`config.mk`:
```
export PLATFORM = sky130hd
export DESIGN_NAME = serial_subtractor8b
export DESIGN_NICKNAME = d
export VERILOG_FILES = /design/src/rtl/serial_subtractor8b.sv
export SDC_FILE = /design/constraint.sdc
export NUM_CORES = 1
export LEC_CHECK = 0
export ABC_AREA = 1
export BUFFER_PORTS_ARGS = -buffer_cell sky130_fd_sc_hd__buf_2
export CORE_MARGIN = 2
export CORE_UTILIZATION = 43
export CTS_CLUSTER_SIZE = 16
export DETAILED_ROUTE_END_ITERATION = 6
export PLACE_DENSITY_LB_ADDON = 0.2
export SETUP_SLACK_MARGIN = 0.1
export SYNTH_ARGS = -nofsm -noshare
export SYNTH_HDL_FRONTEND = slang
export SYNTH_SLANG_ARGS = --single-unit
```
`constraint.sdc`:
```
create_clock -name clk -period 1.5 [get_ports clk]
set_clock_uncertainty 0.2 [all_clocks]
set_input_delay 0.3 -clock clk [delete_from_list [all_inputs] [get_ports clk]]
set_output_delay 0.3 -clock clk [all_outputs]
set_load 0.01 [all_outputs]
```
`src/rtl/serial_subtractor8b.sv`:
```
// serial_subtractor8b: bit-serial a - b - bin, LSB first, valid/ready handshakes; optional ovf output under SUB_OVF_EN
module serial_subtractor8b #(
    parameter int WIDTH = 8
) (
    input  logic             clk,
    input  logic             rst,
    input  logic             in_valid,
    output logic             in_ready,
    input  logic [WIDTH-1:0] a,
    input  logic [WIDTH-1:0] b,
    input  logic             bin,
    output logic             out_valid,
    input  logic             out_ready,
    output logic [WIDTH-1:0] diff,
    output logic             bout
`ifdef SUB_OVF_EN
    ,
    output logic             ovf
`endif
);
    localparam int CW = $clog2(WIDTH);
    typedef enum logic [1:0] {IDLE, RUN, DONE} state_t;
    state_t           state;
    logic [WIDTH-1:0] ra, rb;
    logic [WIDTH-2:0] sr;
    logic [WIDTH-1:0] sr_next;
    logic [CW-1:0]    cnt;
    logic             brw, d, brw_next, last;
    // one bit slice of the subtractor plus the completed-result view of the shift register
    always_comb begin
        d        = ra[0] ^ rb[0] ^ brw;
        brw_next = (~ra[0] & rb[0]) | (~(ra[0] ^ rb[0]) & brw);
        sr_next  = {d, sr};
        last     = cnt == CW'(WIDTH - 1);
    end
    // handshake FSM and serial datapath; outputs only change on entry to DONE or reset
    always_ff @(posedge clk) begin
        if (rst) begin
            state     <= IDLE;
            in_ready  <= 1'b1;
            out_valid <= 1'b0;
            diff      <= '0;
            bout      <= 1'b0;
            ra        <= '0;
            rb        <= '0;
            sr        <= '0;
            cnt       <= '0;
            brw       <= 1'b0;
`ifdef SUB_OVF_EN
            ovf       <= 1'b0;
`endif
        end else begin
            case (state)
                IDLE: if (in_valid) begin
                    ra       <= a;
                    rb       <= b;
                    brw      <= bin;
                    cnt      <= '0;
                    in_ready <= 1'b0;
                    state    <= RUN;
                end
                RUN: begin
                    ra  <= ra >> 1;
                    rb  <= rb >> 1;
                    brw <= brw_next;
                    sr  <= sr_next[WIDTH-1:1];
                    cnt <= last ? '0 : cnt + 1'b1;
                    if (last) begin
                        diff      <= sr_next;
                        bout      <= brw_next;
`ifdef SUB_OVF_EN
                        ovf       <= brw ^ brw_next;
`endif
                        out_valid <= 1'b1;
                        state     <= DONE;
                    end
                end
                DONE: if (out_ready) begin
                    out_valid <= 1'b0;
                    in_ready  <= 1'b1;
                    state     <= IDLE;
                end
                default: begin
                    out_valid <= 1'b0;
                    in_ready  <= 1'b1;
                    state     <= IDLE;
                end
            endcase
        end
    end
endmodule

```
Yosys cells after proc, flatten, opt, wreduce, memory -nomap -nowiden
Cells that the tools add are included.

Input port bits: 21. Register bits after elaboration: 40. Word-level logic and storage cells: 52. Output and inout port bits: 11.

Bitwise gates (word level): 9. Multiplexer cells: 19. Add/subtract/negate cells: 1. Equality and inequality tests: 6. Reductions and logical operators: 7.

Operator list (count): $pmux W8 S2 (2); $mux W8 (2); $reduce_and A3 Y1 (3); $mux W2 (3); $mux W3 (2); $ne A2 B2 Y1 const B (3); $pmux W1 S3 (2); $pmux W2 S3 (1); $pmux W3 S2 (1); $mux W1 (5); $not A1 Y1 (4); $reduce_and A2 Y1 (2); $add A3 B1 Y3 const B (1); $eq A3 B3 Y1 const B (1); $and A1 B1 Y1 (2); $eq A2 B1 Y1 const B (1); $eq A2 B2 Y1 const B (1); $logic_not A2 Y1 (1); $pmux W1 S2 (1); $reduce_bool A2 Y1 (1); $xor A1 B1 Y1 (2); $or A1 B1 Y1 (1).

Depth between registers and ports, before layout
Gate-level depths: netlist of the first run.

Depth after elaboration: 5. Depth in mapped cells: 7. Gate-level depth less buffers: 7.

Worst setup path before layout of the first run
No wires, ideal clock.

Path type: reg-to-reg. From: reg cnt[0]. To: reg bout. Stages on the path, launching flop included: 8. Buffers on the path: 1. Path slack: 0.088 ns. Arrival time: 1.084 ns. Period minus slack after synthesis: 1.412 ns. Setup time: 0.128 ns. Data required time: 1.172 ns. Path through: dfxtp_1 ha_1 ha_1 nand2_2 buf_6 nand2_1 nand2_1 nor2_1.

Word-level cells in the longest chain between the ends: 2.

RTL lines: start, declared (RTL line 27) `logic [CW-1:0] cnt;`; start signal, assigned (RTL line 67) `cnt <= last ? '0 : cnt + 1'b1;`; $eq A3 B3 Y1 (RTL line 34) `last = cnt == CW'(WIDTH - 1);`; $reduce_and A2 Y1 (no source line); end signal, assigned (RTL line 70) `bout <= brw_next;`; end, declared (RTL line 15) `output logic bout`.

Every way passes these cells. A chain may end at the register's enable or synchronous reset.

Final worst setup path of the first run
From: reg cnt[0]. To: reg diff[6].

Word-level cells in the longest chain between the ends: 2.

RTL lines: $eq A3 B3 Y1 (RTL line 34); $reduce_and A2 Y1 (no source line); end signal, assigned (RTL line 69) `diff <= sr_next;`; end, declared (RTL line 14) `output logic [WIDTH-1:0] diff,`.

Every way passes these cells.

==> reports/metrics.cfg, run 1 <==
[outcome]
status=finished, final reports clean

[cts]
cts_hold_buf=0
clkLatencyLatePin_ns=0.30
cts_root_buf=clkbuf_8
clk_pin_slew_ns=0.08
cts_made_buffers=5
htree_num_levels=2
cts.sinks=40
clock_tree.buffer_depth=2
cts_tree=built

[placement]
placed_area_um2=2110
gp_congestion=0.749
hpwl_mm=2.41
place_ws_ns=0.00429
port_buffers=31

[worst_setup_path]
crit_path_start=cnt[0]
cpPeakStageDelay_ns=0.37
path_class=reg -> reg
cp-end-kind=register
crit_arrival_ns=1.35
cp.depth=7
path_cells=ha_4 -> ha_4 -> inv_1 -> nor2_4 -> nand2_1 -> nand2_1 -> nor2_1
startpoint_type=register
reg2reg_slack_ns=0.15
crit_buf_inv=1
crit_fanout=4
required_ns=1.50
reg2reg_depth=7
critPathTopFamily=flip-flops
r2r-end=diff[6]
endpoint=diff[6]
r2r_start=cnt[0]
cp_slowest_cell=dfxtp_2

[timing]
rsz0062_at_grt=no
fmax_mhz=739
fin_setup_tns_ns=0
layout_min_cycle_time_ns=1.35
maxSlewViolCount=0
setup_ws_ns=0.148
worst_slew_pin_slew_ns=0.232
finalSetupViolCount=0
hold_viol=0
relSlewSlack=0.844
fin_hold_ws_ns=0.0703
post-route-period-util=0.902

[floorplanning]
die_area_um2=4840
die_x_um=69.6
start_util=0.456
pin_count=32
core_um2=4060
rows=23
die_h_um=69.6

[synth]
ys_seq_elements=40
synth-seq-area-share=0.433
synth_top_area_cell=dfxtp_1
avgSynthCellArea_um2=6.44
synth_nets=311
synth_cells=287
yosysWarnings=0
netlist_area_um2=1850
synth_top_area_frac=0.433
synth_area_leaders=dfxtp_1, nand2_1, inv_1
synthDistinctLibCells=18

[layout]
area_growth_syn_to_layout_pct=23.0
drive_above_1_share=0.185
layout_common_cells=nand2_1, inv_1, nor2_1
stdcell_area_um2=2270
utilization=0.561
antenna_cells=0
nets=347
final_common_cell=nand2_1

[drt]
via_per_inst=4.51
drtIter0Drc=71
drt_first_pass_iters=4
drc_errors=0
postRouteAntennaNets=0
drt-total-wl_mm=3.61
wl_per_cell_um=9.65
num_vias=1685

[power]
p_leak_nw=1.18
ir_worst_vdd_uv=499
power.density_nw_per_um2=1070

[global_route]
antenna_found_initial=0
grt_overflow=0
grt_pass1_wl_mm=6.18
grt_max_degree=36
grt_pass1_vias=1474
grt_usage=0.158

[hold_path]
hold_path.class=in -> reg

[run]
max-cap-violations=0

## routing by layer
metal  global-route usage  part of all wire  vias to the layer above
li1                     -                 -                      914
met1                0.201              0.50                      738
met2                0.253              0.45                       27
met3               0.0451             0.040                        6
met4               0.0588             0.017                        0
met5                    0                 0                        -
## final cells by class
| cell class | count | area (um^2) |
|---|---|---|
| flip-flops and latches | 40 | 805 |
| inverters | 50 | 188 |
| clock buffers | 5 | 68.8 |
| multi-input cells | 186 | 843 |
| fillers | 396 | 1780 |
| repair buffers | 40 | 260 |
| clock inverters | 3 | 47.5 |
| well taps | 50 | 62.6 |
## synth_stat cells
cell type  number
clkbuf_1        3
clkinv_1        1
or2_2           1
nand2_2         1
buf_2           4
buf_4           3
ha_1            2
o21ai_2         1
nand2_1        98
dfxtp_1        40
fa_1            1
nor2_4          1
inv_1          49
a21oi_1        26
nor2_1         44
nand3_1         3
o21ai_0         8
buf_6           1
## cell families (layout without fill, tap and decap cells)
| family | Yosys count | after routing | share of synthesized area |
|---|---|---|---|
| flops | 40 | 40 | 0.433 |
| buf+inv | 61 | 98 | 0.137 |
| fa+ha+maj | 3 | 3 | 0.0244 |
| simple gates | 148 | 148 | 0.309 |
| compound gates | 35 | 35 | 0.0968 |
## flip-flops by register name (all words and copies together) (netlist names), 2 cells and up
register	count
cnt	3
diff	8
ra	8
rb	8
sr	7
state	2
## how the worst min path moves through the flow
stage          cells past startpoint     start         to
6_report                           3      b[7]      rb[7]
5_1_grt                            3      b[7]      rb[7]
4_1_cts                            3      b[7]      rb[7]
3_5_place_dp                       2  in_ready   in_ready
3_3_place_gp                       2  in_ready   in_ready
2_1_floorplan                      1       rst  out_valid
## where the power goes
| part | switching, mW | internal [mW] | leakage (nW) |
|---|---|---|---|
| Combinational | 0.203 | 0.152 | 0.792 |
| Sequential | 0.0313 | 1.13 | 0.330 |
| Clock | 0.407 | 0.501 | 0.0583 |
| Total | 0.641 | 1.78 | 1.18 |
## stage by stage
step / total power [mW] / std cells
floorplan: 1.42 / 287
global placement: 1.53 / 366
detailed placement: 1.53 / 366
CTS: 2.44 / 374
global route: 2.56 / 374
finish: 2.43 / 374
## timing repair
action,CTS,global route
endpoints found under the hold margin,0,0
endpoints found under the setup margin,11,19
gates resized for setup,5,8
cloned,0,0
pin swaps,1,1
setup buffers,0,0
## worst min-delay path: stages
cell     delay (ns)
buf_2          0.09
nand3_1        0.07
a21oi_1        0.06
(Power assumes the default switching activity.)
==> run 2, diff against run 1 <==
--- a/config.mk
+++ b/config.mk
@@ -8,9 +8,10 @@
 export ABC_AREA = 1
 export BUFFER_PORTS_ARGS = -buffer_cell sky130_fd_sc_hd__buf_2
 export CORE_MARGIN = 2
-export CORE_UTILIZATION = 43
+export CORE_UTILIZATION = 31
 export CTS_CLUSTER_SIZE = 16
 export DETAILED_ROUTE_END_ITERATION = 6
+export HOLD_SLACK_MARGIN = 0.08
 export PLACE_DENSITY_LB_ADDON = 0.2
 export SETUP_SLACK_MARGIN = 0.1
 export SYNTH_ARGS = -nofsm -noshare
==> run 2 against run 1 <==
Register-to-register slack worse by 0.07 ns. Core utilization fell by 15 points. Clock power shrank 2.5%. Design area increased by 6.3%. Highest routed layer unchanged.
==> reports/metrics.cfg, run 2 (synthesis gave the netlist of run 1 again) <==
[cts]
htree_num_levels=2  ; unchanged
clk_pin_slew_ns=0.08  ; about the same
cts.sinks=40  ; unchanged
cts_made_buffers=5  ; unchanged
clkLatencyLatePin_ns=0.30  ; about the same
clock_tree.buffer_depth=2  ; unchanged
cts_tree=built
cts_root_buf=clkbuf_8

[timing]
worst_slew_pin_slew_ns=0.273  ; +0.0418 ns
fmax_mhz=704  ; -4.8%
fin_setup_tns_ns=0  ; unchanged
post-route-period-util=0.947  ; +0.0454
fin_hold_ws_ns=0.0994  ; +0.0291 ns
hold_viol=0  ; unchanged
rsz0062_at_grt=yes
layout_min_cycle_time_ns=1.42  ; +0.0680 ns
relSlewSlack=0.817  ; -0.0269
finalSetupViolCount=0  ; unchanged
maxSlewViolCount=0  ; unchanged

[drt]
drt_first_pass_iters=4  ; unchanged
wl_per_cell_um=10.3  ; +6.5%
num_vias=1707  ; +1.3%
drc_errors=0  ; unchanged
postRouteAntennaNets=0  ; unchanged
drtIter0Drc=71  ; unchanged
drt-total-wl_mm=4.18  ; +16%
via_per_inst=4.20  ; -6.7%

[layout]
nets=354  ; +2.0%
stdcell_count=406  ; +8.6%
layout_common_cells=nand2_1, inv_1, nor2_1
area_growth_syn_to_layout_pct=30.8
antenna_cells=0  ; unchanged
drive_above_1_share=0.230  ; +0.0444
multi_input_area_um2=870  ; +3.1%
reg_top3=diff x8, ra x8, rb x8
register_area_um2=811  ; +0.78%
fillCellCount=625  ; +58%
final_common_cell=nand2_1

[floorplanning]
start_util=0.316  ; -0.140
die_area_um2=6600  ; +36%
rows=28  ; +22%
pin_count=32  ; unchanged
core_um2=5850  ; +44%
die_x_um=81.2  ; +17%
die_h_um=81.2  ; +17%

[worst_setup_path]
cp_slowest_cell=dfxtp_4
crit_fanout=8  ; +4
crit_arrival_ns=1.41  ; +0.06 ns
r2r-end=ra[4]
path_cells=buf_6 -> o21ai_4 -> clkbuf_16 -> nand2_2 -> nand2_1 -> nor2_1
reg2reg_depth=6  ; -1
critPathTopFamily=flip-flops
path_class=reg -> reg
r2r_start=state[0]
crit_buf_inv=2  ; +1
startpoint_type=register
cp-end-kind=register
required_ns=1.49  ; about the same
reg2reg_slack_ns=0.08  ; -0.07 ns
cpPeakStageDelay_ns=0.37  ; about the same

[global_route]
grt_usage=0.140  ; -0.0174
grt_max_degree=29  ; -19%
use_met1=0.174  ; -0.0264
antenna_found_initial=0  ; unchanged
grt_pass1_wl_mm=7.08  ; +15%
busiest_layer=met2
grt_pass1_vias=1591  ; +7.9%
gr-usage-met2=0.226  ; -0.0268
met3_usage=0.0422  ; -0.00284
grt_overflow=0  ; unchanged

[placement]
gp_congestion=0.747  ; -0.23%
dp.cells=393  ; +7.4%
hpwl_mm=2.62  ; +8.9%
port_buffers=31  ; unchanged

[power]
ir_worst_vdd_uv=332  ; -33%
power.density_nw_per_um2=1020  ; -4.7%
p_leak_nw=1.23  ; +4.2%

[hold_path]
hold_depth=3  ; unchanged
hold_path.class=in -> reg
worstHoldEndpoint=ra[7]
hold_start=a[7]

[run]
max-cap-violations=0  ; unchanged

[outcome]
status=finished, final reports clean

## run 2: changes by cell type in the layout (fill, tap and decap cells not counted), sizes merged
cell	change
clkinv	-1
dlygate4sd3	+1
buf	+4
clkinvlp	+1
clkbuf	+2
## run 2: per-layer routing
metal  wire length, um  vias to the layer above
met2              1850                       28
met4                65                        0
met5                 0                        -
met1              2080                      740
li1                  -                      933
met3               175                        6
## run 2: worst max-delay path by stage
stage | startpoint | to | cells after the start
after CTS | cnt[0] | bout | 7
after floorplan | cnt[0] | bout | 7
final | state[0] | ra[4] | 6
after global routing | state[0] | ra[2] | 5
after detailed placement | cnt[0] | bout | 7
after global placement | cnt[0] | bout | 7
## run 2: where the power goes
part / switching (mW) / internal (mW) / total, mW
clock: 0.393 / 0.492 / 0.885
combinational: 0.229 / 0.183 / 0.411
sequential: 0.0301 / 1.13 / 1.16
## run 2: stage by stage
| step | cell area (um^2) | util | setup WS [ns] | total power, mW |
|---|---|---|---|---|
| after global placement | 2140 | 0.366 | 0.0275 | 1.54 |
| final | 2420 | 0.413 | 0.0795 | 2.46 |
| after CTS | 2320 | 0.397 | 0.0900 | 2.47 |
| after detailed placement | 2140 | 0.366 | 0.0115 | 1.54 |
| after floorplan | 1850 | - | 0.123 | 1.42 |
| after global routing | 2420 | 0.413 | 0.0342 | 2.61 |
## run 2: worst register-to-register path, stage by stage, from the launching register on
cell and delay (ns):
dfxtp_4 0.37, buf_6 0.13, o21ai_4 0.26, clkbuf_16 0.22
nand2_2 0.05, nand2_1 0.05, nor2_1 0.04
## run 2: final cells by class
cell class,instances,area share
Sequential cell,40,0.335
Clock inverter,3,0.0176
Timing Repair Buffer,47,0.143
Multi-Input combinational cell,186,0.360
Tap cell,75,0.0388
Clock buffer,5,0.0285
Inverter,50,0.0776
## run 2: what timing repair did
| item | in CTS | in global routing |
|---|---|---|
| pin swaps | 2 | 10 |
| buffers inserted | 0 | 2 |
| cloned | 1 | 1 |
| endpoints found under the setup margin | 28 | 32 |
| hold buffers | 1 | 0 |
| hold endpoints to repair | 1 | 0 |
| resized for setup | 8 | 22 |
